===== src/rtl/qcw_pkg.sv =====
// Shared types, widths and helpers for the QCW burst sequencer.
// The accumulator is unsigned 8.8 fixed point; its integer byte drives the PLL phase shift.
package qcw_pkg;

  localparam int ACCUM_W = 16;
  localparam int FRAC_W  = 8;
  localparam int CNT_W   = 24;

  typedef enum logic [2:0] {
    ST_IDLE,
    ST_START,
    ST_RUN,
    ST_GAP,
    ST_HOLD
  } qcw_state_t;

  function automatic logic [CNT_W-1:0] sat_inc(input logic [CNT_W-1:0] cnt,
                                               input logic [CNT_W-1:0] lim);
    return (cnt >= lim) ? lim : cnt + {{(CNT_W-1){1'b0}}, 1'b1};
  endfunction

  // Sum is one bit wider than the accumulator so a large step can never wrap below the ceiling.
  function automatic logic [ACCUM_W-1:0] ramp_next(input logic [ACCUM_W-1:0]        acc,
                                                   input logic [ACCUM_W-1:0]        step,
                                                   input logic [ACCUM_W-FRAC_W-1:0] ceil_int);
    logic [ACCUM_W:0] sum;
    logic [ACCUM_W:0] ceil_fx;
    sum     = {1'b0, acc} + {1'b0, step};
    ceil_fx = {1'b0, ceil_int, {FRAC_W{1'b0}}};
    return (sum > ceil_fx) ? ceil_fx[ACCUM_W-1:0] : sum[ACCUM_W-1:0];
  endfunction

endpackage


===== src/rtl/qcw_edge_rise.sv =====
// Registered rising-edge detector for the sticky PLL status flags.
// Reset samples the current level so a flag already high through reset is not seen as a new edge.
module qcw_edge_rise (
  input  logic clk,
  input  logic rst,
  input  logic sig,
  output logic rise
);

  logic sig_q;

  always_ff @(posedge clk) begin
    if (rst) begin
      sig_q <= sig;
      rise  <= 1'b0;
    end else begin
      sig_q <= sig;
      rise  <= sig & ~sig_q;
    end
  end

endmodule


===== src/rtl/qcw_burst_ctrl.sv =====
// QCW burst sequencer: issues PLL start, cycle limit and a per-RF-cycle phase ramp,
// enforces the burst repetition period, and converts overcurrent/faults into halt and holdoff.
module qcw_burst_ctrl
  import qcw_pkg::*;
#(
  parameter int BURST_PERIOD  = 1_000_000,
  parameter int FAULT_HOLDOFF = 5_000_000,
  parameter int WATCHDOG      = 2_000_000
) (
  input  logic        clk,
  input  logic        rst,
  input  logic        enable,
  input  logic [7:0]  ramp_start,
  input  logic [7:0]  ramp_end,
  input  logic [15:0] ramp_step,
  input  logic [15:0] burst_cycles,
  input  logic        ocp,
  input  logic        pll_cycle_finished,
  input  logic        pll_done,
  input  logic        pll_fault,
  output logic        pll_start,
  output logic        pll_halt,
  output logic [7:0]  phase_shift,
  output logic [15:0] cycle_limit,
  output logic        burst_active,
  output logic        fault_latched
);

  localparam logic [CNT_W-1:0] PERIOD_LAST = CNT_W'(BURST_PERIOD - 1);
  localparam logic [CNT_W-1:0] HOLD_LAST   = CNT_W'(FAULT_HOLDOFF - 1);
  localparam logic [CNT_W-1:0] WD_LIMIT    = CNT_W'(WATCHDOG);

  qcw_state_t         state;
  logic [ACCUM_W-1:0] accum;
  logic [CNT_W-1:0]   period_cnt;
  logic [CNT_W-1:0]   wd_cnt;
  logic [CNT_W-1:0]   hold_cnt;
  logic [CNT_W-1:0]   period_next;
  logic [CNT_W-1:0]   wd_next;
  logic               cyc_rise;
  logic               done_rise;
  logic               fault_rise;

  qcw_edge_rise u_cyc_edge (
    .clk  (clk),
    .rst  (rst),
    .sig  (pll_cycle_finished),
    .rise (cyc_rise)
  );

  qcw_edge_rise u_done_edge (
    .clk  (clk),
    .rst  (rst),
    .sig  (pll_done),
    .rise (done_rise)
  );

  qcw_edge_rise u_fault_edge (
    .clk  (clk),
    .rst  (rst),
    .sig  (pll_fault),
    .rise (fault_rise)
  );

  assign period_next = sat_inc(period_cnt, PERIOD_LAST);
  assign wd_next     = sat_inc(wd_cnt, WD_LIMIT);
  assign phase_shift = accum[ACCUM_W-1:FRAC_W];

  // pll_start is registered in START, so the pulse lands on the first RUN cycle.
  always_ff @(posedge clk) begin
    if (rst) begin
      state         <= ST_IDLE;
      accum         <= '0;
      period_cnt    <= '0;
      wd_cnt        <= '0;
      hold_cnt      <= '0;
      cycle_limit   <= '0;
      pll_start     <= 1'b0;
      pll_halt      <= 1'b0;
      burst_active  <= 1'b0;
      fault_latched <= 1'b0;
    end else begin
      pll_start <= 1'b0;
      case (state)
        ST_IDLE: begin
          if (enable) begin
            state         <= ST_START;
            accum         <= {ramp_start, {FRAC_W{1'b0}}};
            cycle_limit   <= burst_cycles;
            fault_latched <= 1'b0;
            period_cnt    <= '0;
            wd_cnt        <= '0;
            burst_active  <= 1'b1;
          end
        end

        ST_START: begin
          state      <= ST_RUN;
          pll_start  <= 1'b1;
          period_cnt <= period_next;
        end

        ST_RUN: begin
          period_cnt <= period_next;
          wd_cnt     <= wd_next;
          if (cyc_rise) begin
            accum <= ramp_next(accum, ramp_step, ramp_end);
          end
          // A fault outranks a coincident done so the holdoff is never skipped.
          if (fault_rise) begin
            state         <= ST_HOLD;
            hold_cnt      <= '0;
            fault_latched <= 1'b1;
            pll_halt      <= 1'b0;
            burst_active  <= 1'b0;
          end else if (done_rise) begin
            state        <= ST_GAP;
            pll_halt     <= 1'b0;
            burst_active <= 1'b0;
          end else if (ocp || (wd_next == WD_LIMIT)) begin
            pll_halt <= 1'b1;
          end
        end

        ST_GAP: begin
          period_cnt <= period_next;
          if (period_next == PERIOD_LAST) begin
            state <= ST_IDLE;
          end
        end

        ST_HOLD: begin
          if (hold_cnt == HOLD_LAST) begin
            state <= ST_IDLE;
          end else begin
            hold_cnt <= hold_cnt + {{(CNT_W-1){1'b0}}, 1'b1};
          end
        end

        default: begin
          state <= ST_IDLE;
        end
      endcase
    end
  end

endmodule


===== config.mk =====
export PLATFORM = sky130hd
export DESIGN_NAME = qcw_burst_ctrl
export DESIGN_NICKNAME = d
export VERILOG_FILES = /design/src/rtl/qcw_pkg.sv /design/src/rtl/qcw_edge_rise.sv /design/src/rtl/qcw_burst_ctrl.sv
export SDC_FILE = /design/constraint.sdc
export NUM_CORES = 1
export LEC_CHECK = 0
export BUFFER_PORTS_ARGS = -buffer_cell sky130_fd_sc_hd__buf_2
export CAP_MARGIN = 20
export CORE_ASPECT_RATIO = 0.75
export CORE_MARGIN = 2
export CORE_UTILIZATION = 59
export DETAILED_ROUTE_END_ITERATION = 8
export PLACE_DENSITY_LB_ADDON = 0.05
export SLEW_MARGIN = 30
export SYNTH_ARGS = -nofsm -noshare
export SYNTH_HDL_FRONTEND = slang
export SYNTH_SLANG_ARGS = --single-unit

===== constraint.sdc =====
create_clock -name clk -period 4.9 [get_ports clk]
set_input_delay 0.245 -clock clk [delete_from_list [all_inputs] [get_ports clk]]
set_output_delay 0.245 -clock clk [all_outputs]
set_load 0.005 [all_outputs]

# --- Word-level counts from Yosys, hierarchy flattened ---
# Cells that the tools add are included.
classes:
  add_sub_neg: 4
  multipliers: 0
  n_div: 0
  order_cmp: 3
  eq_ne: 14
  n_shift: 0
  n_mux: 29
  n_bitwise: 6
  n_reduce_logical: 16
ops:
  columns: ["op", "n"]
  rows:
  - ["24-bit one-hot mux with 2 select lines", 3]
  - ["24-bit two-way mux", 5]
  - ["24-bit by 1-bit adder with 24-bit output (second input constant)", 3]
  - ["16-bit two-way mux", 3]
  - ["16-bit one-hot mux with 2 select lines", 1]
  - ["24-bit by 20-bit == test with 1-bit output (second input constant)", 1]
  - ["24-bit by 21-bit == test with 1-bit output (second input constant)", 1]
  - ["24-bit by 23-bit == test with 1-bit output (second input constant)", 1]
  - ["24-bit by 20-bit >= comparator with 1-bit output (second input constant)", 1]
  - ["24-bit by 21-bit >= comparator with 1-bit output (second input constant)", 1]
  - ["16-bit by 16-bit adder with 17-bit output", 1]
  - ["17-bit by 16-bit > comparator with 1-bit output", 1]
  - ["3-bit two-way mux", 5]
  - ["3-bit one-hot mux with 5 select lines", 1]
  - ["3-bit AND reduction", 4]
  - ["1-bit two-way mux", 9]
  - ["2-bit inequality test (second input constant)", 4]
  - ["2-bit AND reduction", 4]
  - ["3-bit by 2-bit == test with 1-bit output (second input constant)", 2]
  - ["2-bit nonzero test", 3]
  - ["2-bit by 1-bit inequality test with 1-bit output (second input constant)", 2]
  - ["1-bit one-hot mux with 2 select lines", 2]
  - ["4-bit AND reduction", 1]
  - ["1-bit AND", 3]
  - ["other kinds (8)", 10]
totals:
  ff_bits: 117
  latch_bits: 0
  ramBits: 0
  rom_bits: 0
  in_bits: 55
  elab_cells: 88
  memories: 0

# --- Depth between registers and ports, before layout ---
# Gate-level depths: netlist of the first run.
logic_depth:
  depth_word: 7
  depth_mapped: 15
  ltp_nobuf: 15

# --- Modules after synthesis ---
# Synthesis of the first run repeated with hierarchy kept, for this count alone.
unflattened:
  hier_cells: 862
  hier_area_um2: 6764.0
modules_own_cells:
  columns: ["module", "n_inst", "cells_each", "area_per_inst_um2", "seq_area_each_um2"]
  rows:
  - ["qcw_burst_ctrl", 1, 853, 6606.3, 2222.1]
  - ["qcw_edge_rise", 3, 3, 52.6, 40.0]

# --- Least setup slack after synthesis of the first run ---
# No wires, ideal clock.
synth_path:
  path_type: "register to register"
  from: "reg accum[0]"
  to: "reg accum[10]"
  t_arrival_ns: 3.808
  slack_ns: 0.996
  stages_incl_launch_ff: 16
  n_path_buf: 0
  period_less_slack_ns: 3.904
  cell_sequence: "dfxtp_1 > ha_1 > fa_1 > a211oi_1 > o21a_1 > or4_1 > a21boi_1 > or3_1 > and2_1 > ha_1 > nand4b_1 > nor2_1 > nand4_1 > o41a_1 > or4b_1 > o311ai_1"
synth_between:
  elab_chain_cells: 5
synth_lines:
  columns: ["element", "line_no", "text"]
  rows:
  - ["start: declaration", "qcw_burst_ctrl.sv:34", "logic [ACCUM_W-1:0] accum;"]
  - ["start signal: assignment", "qcw_burst_ctrl.sv:88", "accum <= {ramp_start, {FRAC_W{1'b0}}};"]
  - ["start signal: assignment", "qcw_burst_ctrl.sv:107", "accum <= ramp_next(accum, ramp_step, ramp_end);"]
  - ["16-bit by 16-bit adder with 17-bit output (*)", "qcw_pkg.sv:28", "sum = {1'b0, acc} + {1'b0, step};"]
  - ["17-bit by 16-bit > comparator with 1-bit output", "qcw_pkg.sv:30", "return (sum > ceil_fx) ? ceil_fx[ACCUM_W-1:0] : sum[ACCUM_W-1:0];"]
  - ["16-bit two-way mux (*)", "qcw_pkg.sv:30", null]
  - ["16-bit two-way mux (*)", "qcw_burst_ctrl.sv:106", "if (cyc_rise) begin"]
  - ["16-bit one-hot mux with 2 select lines (*)", "qcw_burst_ctrl.sv:84", "case (state)"]
# Mark *: on every way between the ends. The rest lies on a longest branch, timed or not. The select of a mux whose other input is x is not followed.
# A chain may end at the register's enable or synchronous reset.

# --- Final worst setup path of the first run ---
layout_path:
  from: "reg accum[0]"
  to: "reg accum[15]"
# Same word-level chain as after synthesis.

==> results of run 1 <==
[routing by layer]
| layer | vias up | GRT usage | routed length, µm |
|---|---|---|---|
| met1 | 3380 | 0.418 | 8750 |
| met5 | - | 0 | 0 |
| met2 | 292 | 0.473 | 8610 |
| met4 | 0 | 0.115 | 405 |
| li1 | 3444 | - | - |
| met3 | 46 | 0.0814 | 1440 |
[final cells by class]
class / instances / area [µm²]
inverters: 19 / 71.3
fillers: 995 / 3500
well taps: 162 / 203
multi-input cells: 723 / 4420
clock buffers: 18 / 429
flip-flops and latches: 117 / 2340
repair buffers: 91 / 485
clock inverters: 14 / 165
[cell usage after synthesis, drive strengths merged, types with 11 or more instances]
| cell type | count | area share |
|---|---|---|
| a211oi | 11 | 0.012 |
| o21a | 11 | 0.012 |
| xnor2 | 22 | 0.027 |
| inv | 19 | 0.010 |
| nand2 | 113 | 0.060 |
| o211ai | 12 | 0.013 |
| and2 | 12 | 0.011 |
| and3 | 23 | 0.020 |
| clkbuf | 45 | 0.024 |
| o21ai | 62 | 0.045 |
| nand4 | 24 | 0.021 |
| a21oi | 90 | 0.064 |
| ha | 28 | 0.050 |
| dfxtp | 117 | 0.33 |
| nor4 | 14 | 0.013 |
| nor2 | 87 | 0.046 |
| nand3 | 24 | 0.017 |
| nor3b | 19 | 0.021 |
| nor3 | 23 | 0.017 |
| xor2 | 18 | 0.022 |
[registers in the layout, indices dropped and copies added, names as in the netlist]
| register | count |
|---|---|
| wd_cnt | 24 |
| u_done_edge.sig_q | 1 |
| u_cyc_edge.rise | 1 |
| accum | 16 |
| hold_cnt | 24 |
| u_done_edge.rise | 1 |
| state | 3 |
| pll_halt | 1 |
| cycle_limit | 16 |
| u_fault_edge.sig_q | 1 |
| burst_active | 1 |
| u_cyc_edge.sig_q | 1 |
| u_fault_edge.rise | 1 |
| pll_start | 1 |
| period_cnt | 24 |
| fault_latched | 1 |
[critical path: cells and delay by family, from the launching register on]
kind	cells	cell delay, ns
AO/OA/AOI/OAI	5	1.45
adder cells (fa/ha/maj)	3	1.00
flip-flops	1	0.31
AND/OR/NAND/NOR	7	1.58
[repair_timing]
item | CTS | global route
resized for setup | 0 | 0
setup buffers | 0 | 0
hold buffers | 3 | 0
hold endpoints to repair | 3 | 0
[logic make-up after synthesis]
group	count (synthesis)	share of synthesized area
adders and majority gates	29	0.0525
buffers and inverters	73	0.0431
muxes	7	0.0103
DFF	117	0.332
xor gates and xnor gates	40	0.0497
AOI/OAI and AO/OA	247	0.220
and+or+nand+nor	400	0.293
[power breakdown]
| part | leakage [nW] | internal [W] | switching, W |
|---|---|---|---|
| Clock | 0.285 | 0.000763 | 0.000505 |
| Sequential | 0.949 | 0.000987 | 0.0000349 |
| Combinational | 1.94 | 0.000199 | 0.000350 |
| Total | 3.17 | 0.00195 | 0.000890 |
[final timing paths]
| kind | to | start | slack [ns] | depth (start not counted) |
|---|---|---|---|---|
| worst max-delay path | accum[15] | accum[0] | 0.49 | 15 |
| worst min-delay path | cycle_limit[15] | burst_cycles[15] | 0.06 | 3 |
| worst max register to register | accum[15] | accum[0] | 0.49 | 15 |
| worst min register to register | u_cyc_edge.rise | u_cyc_edge.sig_q | 0.39 | 1 |
[layout by cell type (no fill, tap or decap), types with 23 or more instances in the layout]
cell type,n
a21oi_1,89
and3_1,23
buf_2,82
dfxtp_1,117
ha_1,28
nand2_1,113
nand3_1,23
nand4_1,24
nor2_1,87
o21ai_0,37
o21ai_1,24
[metrics by stage]
stage / setup WS (ns) / util
floorplan: 0.996 / -
global placement: 0.597 / 0.644
detailed placement: 0.519 / 0.644
CTS: 0.570 / 0.698
global route: 0.193 / 0.698
finish: 0.494 / 0.698
==> run_results.csv, run 1 <==
group,metric,value,unit
status,status,"finished, final reports clean",
logic_synthesis,synth_nets,997,
finish,n_antenna_cell,0,
grt,grt_pass1_wl,31700,µm
sta,fmax,0.227,GHz
finish,stdcell_area,0.00811,mm²
clocking,cts_tree,"done",
setup_path,end_kind,"flip-flop",
sta,whs,0.0553,ns
drt,route.detailed.drc,0,
placement,place.gp.congestion,0.890,
sta,fin_skew,0.0110,ns
clocking,cts.sinks,117,
floorplanning,fp.dieW,130,µm
floorplanning,core_area,0.0116,mm²
grt,grt_antenna_before_repair,0,
sta,fin_tns_setup,0,ns
setup_path,startpoint_type,"flip-flop",
placement,portBuffers,82,
sta,setup-violations-final,0,
clocking,clk_pin_slew,0.07,ns
setup_path,path_cells,"ha_1 -> fa_1 -> a211oi_1 -> o21a_1 -> or4_1 -> a21boi_1 -> or3_1 -> and2_1 -> ha_1 -> nand4b_1 -> nor2_1 -> nand4_1 -> o41a_1 -> nor2_1 -> a311o_1",
setup_path,crit_fanout,7,
sta,fin_crit_sh,0.899,
logic_synthesis,ys.flop_type,"dfxtp_1",
sta,worst_slew_pin_slew,0.931,ns
min_path,hold_class,"in -> reg",
clocking,cts_made_buffers,17,
drt,vias_per_cell,6.26,
drt,wl_per_cell,16.8,µm
floorplanning,die_h,98.7,µm
clocking,root_buffer,"clkbuf_16",
floorplanning,die_area,0.0128,mm²
drt,postRouteAntennaNets,0,
finish,drive_gt1_frac,0.137,
clocking,cts_max_level,4,
setup_path,max_stage_delay,0.57,ns
finish,fin_cells,1144,
drt,drt_iter0_markers,549,
grt,grt_pass1_vias,6642,
clocking,clkLatencyLatePin,0.43,ns
logic_synthesis,netlist_area,0.00705,mm²
sta,slew_headroom,0.379,
placement,hpwl,13500,µm
sta,slew_violations,0,
placement,place_area,0.00748,mm²
setup_path,arrival,4.77,ns
clocking,clk_path_buf_depth,2,
logic_synthesis,synth_edf_count,0,
floorplanning,rows,34,
power,power.density,350,mW/mm²
floorplanning,pin_count,83,
grt,groute.usage.overall,0.309,
power,ir_worst_vdd,0.257,mV
drt,vias,7162,
sta,grt_setup_unrepaired,"false",
logic_synthesis,synth_area_per_cell,7.72,µm²
setup_path,worstPathRequired,5.26,ns
power,power,0.00284,W
finish,area_growth,15.0,%
placement,place_inst,1109,
logic_synthesis,async_flop_share,0,
logic_synthesis,yosysWarningCount,0,
logic_synthesis,seq_area_frac_synth,0.332,
grt,grt_max_degree,31,
sta,period_needed,4.41,ns
logic_synthesis,ys_ff_latch,117,
grt,overflow,0,
sta,hold_viol,0,
setup_path,path_class,"reg -> reg",
logic_synthesis,synth.distinct_cells,73,
run,maxCapViolations,0,
drt,routed_wl,19200,µm
floorplanning,initial_core_util,0.607,
finish,layout.nets,1053,
drt,drt-pass1-iter-count,7,
power,p_leak,3.17,nW
setup_path,worst_path_max_delay_cell,"o41a_1",
logic_synthesis,syn_inst,913,
(Power assumes the default switching activity.)
==> run 2: changes to the inputs <==
CELL_PAD_IN_SITES_DETAIL_PLACEMENT = 2   (was not set)
CELL_PAD_IN_SITES_GLOBAL_PLACEMENT = 2   (was not set)
CORE_UTILIZATION = 34   (was 59)
==> run 2 against run 1 <==
Effect of this change: first-iteration DRC count fell by 37%; die area increased by 71%; clock power barely moved; power rose by 0.64%; critical path depth unchanged; non-clock buffer count grew 4; core utilization decreased by 29 points; fmax is 3.3% lower; critical path type unchanged; critical endpoint is now accum[11]; highest routed layer unchanged.
==> run_results.csv, run 2 (synthesis results as in run 1) <==
group,metric,value,unit
status,status,"finished, final reports clean",
drt,vias,7177,
setup_path,crit_fanout,7,
drt,vias_per_cell,5.77,
power,p_leak,3.18,nW
grt,grt_pass1_vias,7682,
run,maxCapViolations,0,
sta,hold_viol,0,
finish,stdcell_area,0.00824,mm²
setup_path,path_cells,"ha_1 -> fa_1 -> a211oi_1 -> o21a_1 -> or4_1 -> a21boi_1 -> or3_1 -> and2_1 -> ha_1 -> nand4b_1 -> nor2_1 -> nand4_1 -> o41a_1 -> nor2_1 -> o211ai_1",
drt,routed_wl,24900,µm
min_path,hold_class,"in -> reg",
finish,fillerInstances,2315,
clocking,cts_tree,"done",
grt,overflow,0,
drt,route.detailed.drc,0,
sta,worst_slew_pin_slew,0.943,ns
clocking,cts_resized,0,
floorplanning,fp.dieW,170,µm
drt,drt-pass1-iter-count,6,
setup_path,cp_top_family,"simple AND/OR/NAND/NOR gates",
setup_path,path_buf_inv,0,
clocking,cts_max_level,4,
finish,final_common_cell,"dfxtp_1",
sta,fmax,0.220,GHz
finish,n_antenna_cell,0,
setup_path,arrival,4.84,ns
setup_path,worstPathRequired,5.18,ns
clocking,clkLatencyLatePin,0.43,ns
finish,area_growth,16.9,%
finish,top_regs,"hold_cnt x24, period_cnt x24, wd_cnt x24",
finish,seqCellArea,0.00234,mm²
sta,slew_headroom,0.371,
clocking,root_buffer,"clkbuf_16",
floorplanning,core_area,0.0203,mm²
setup_path,max_stage_delay,0.58,ns
grt,groute.usage.overall,0.236,
placement,pre_cts_slack,0.370,ns
power,power,0.00286,W
finish,layout.nets,1057,
placement,portBuffers,82,
clocking,clk_path_buf_depth,2,
clocking,cts.sinks,117,
finish,drive_gt1_frac,0.143,
sta,fin_skew,0.0116,ns
drt,postRouteAntennaNets,0,
finish,final_cell_mix,"117 x dfxtp_1, 113 x nand2_1, 89 x a21oi_1",
sta,fin_crit_sh,0.930,
placement,place_area,0.00763,mm²
sta,whs,0.0630,ns
placement,place.gp.congestion,0.867,
floorplanning,initial_core_util,0.348,
grt,grt_antenna_before_repair,0,
setup_path,worst_path_max_delay_cell,"o41a_1",
floorplanning,die_area,0.0219,mm²
setup_path,critical_path_depth,15,
sta,fin_tns_setup,0,ns
grt,grt_max_degree,47,
grt,grt_pass1_wl,41000,µm
clocking,clk_pin_slew,0.06,ns
drt,drt_iter0_markers,345,
placement,hpwl,18100,µm
sta,period_needed,4.56,ns
sta,fin_ws,0.344,ns
sta,slew_violations,0,
floorplanning,die_h,129,µm
clocking,cts_made_buffers,17,
setup_path,end_kind,"flip-flop",
finish,multi_input_area,0.00441,mm²
floorplanning,pin_count,83,
setup_path,path_class,"reg -> reg",
min_path,min_path_cells,3,
drt,wl_per_cell,20.0,µm
setup_path,startpoint_type,"flip-flop",
power,power.density,347,mW/mm²
setup_path,worstRegToRegCells,15,
floorplanning,rows,45,
power,ir_worst_vdd,0.256,mV
setup_path,reg2reg_setup_slack,0.34,ns
sta,grt_setup_unrepaired,"false",
sta,setup-violations-final,0,
run 2: changes by cell type in the layout (fill, tap and decap cells not counted), sizes merged:
cell,delta
clkinv,+5
buf,+4
inv,-7
clkinvlp,+1
clkbuf,+1
run 2: worst paths after layout:
check,from,endpoint
worst max-delay path,accum[0],accum[11]
worst min register to register,u_done_edge.sig_q,u_done_edge.rise
worst max register to register,accum[0],accum[11]
worst min-delay path,burst_cycles[9],cycle_limit[9]
run 2: timing repair:
item	4_1_cts	5_1_grt
hold endpoints to repair	3	0
setup buffers	0	0
hold buffers	3	0
run 2: metrics by stage:
| stage | util | cells |
|---|---|---|
| 2_1_floorplan | - | 913 |
| 3_3_place_gp | 0.376 | 1209 |
| 3_5_place_dp | 0.376 | 1209 |
| 4_1_cts | 0.406 | 1244 |
| 5_1_grt | 0.407 | 1244 |
| 6_report | 0.407 | 1244 |
run 2: layout make-up:
type                       instances  share of cell area
clock inverter                    13              0.0162
sequential                       117               0.284
timing repair buffer              95              0.0626
tap                              258              0.0392
clock buffer                      19              0.0538
multi-input combinational        723               0.535
inverter                          19             0.00865
run 2: worst reg2reg max path, delay by kind of cell, from the launching register on:
| family | cells | cell delay (ns) |
|---|---|---|
| AND/OR/NAND/NOR | 7 | 1.61 |
| adder cells (fa/ha/maj) | 3 | 1.02 |
| flip-flops | 1 | 0.31 |
| AO/OA/AOI/OAI | 5 | 1.46 |
run 2: routing by layer:
layer | up-vias | track usage | part of all wire
met2 | 108 | 0.396 | 0.47
met1 | 3608 | 0.314 | 0.48
li1 | 3438 | - | -
met3 | 23 | 0.0449 | 0.037
met5 | - | 0 | 0
met4 | 0 | 0.0553 | 0.011
run 2: power by group:
part	leakage [nW]	switching, W	internal, W	total (W)
combinational	1.96	0.000383	0.000212	0.000594
sequential	0.949	0.0000377	0.000987	0.00102
clock	0.278	0.000480	0.000758	0.00124
total	3.18	0.000900	0.00196	0.00286
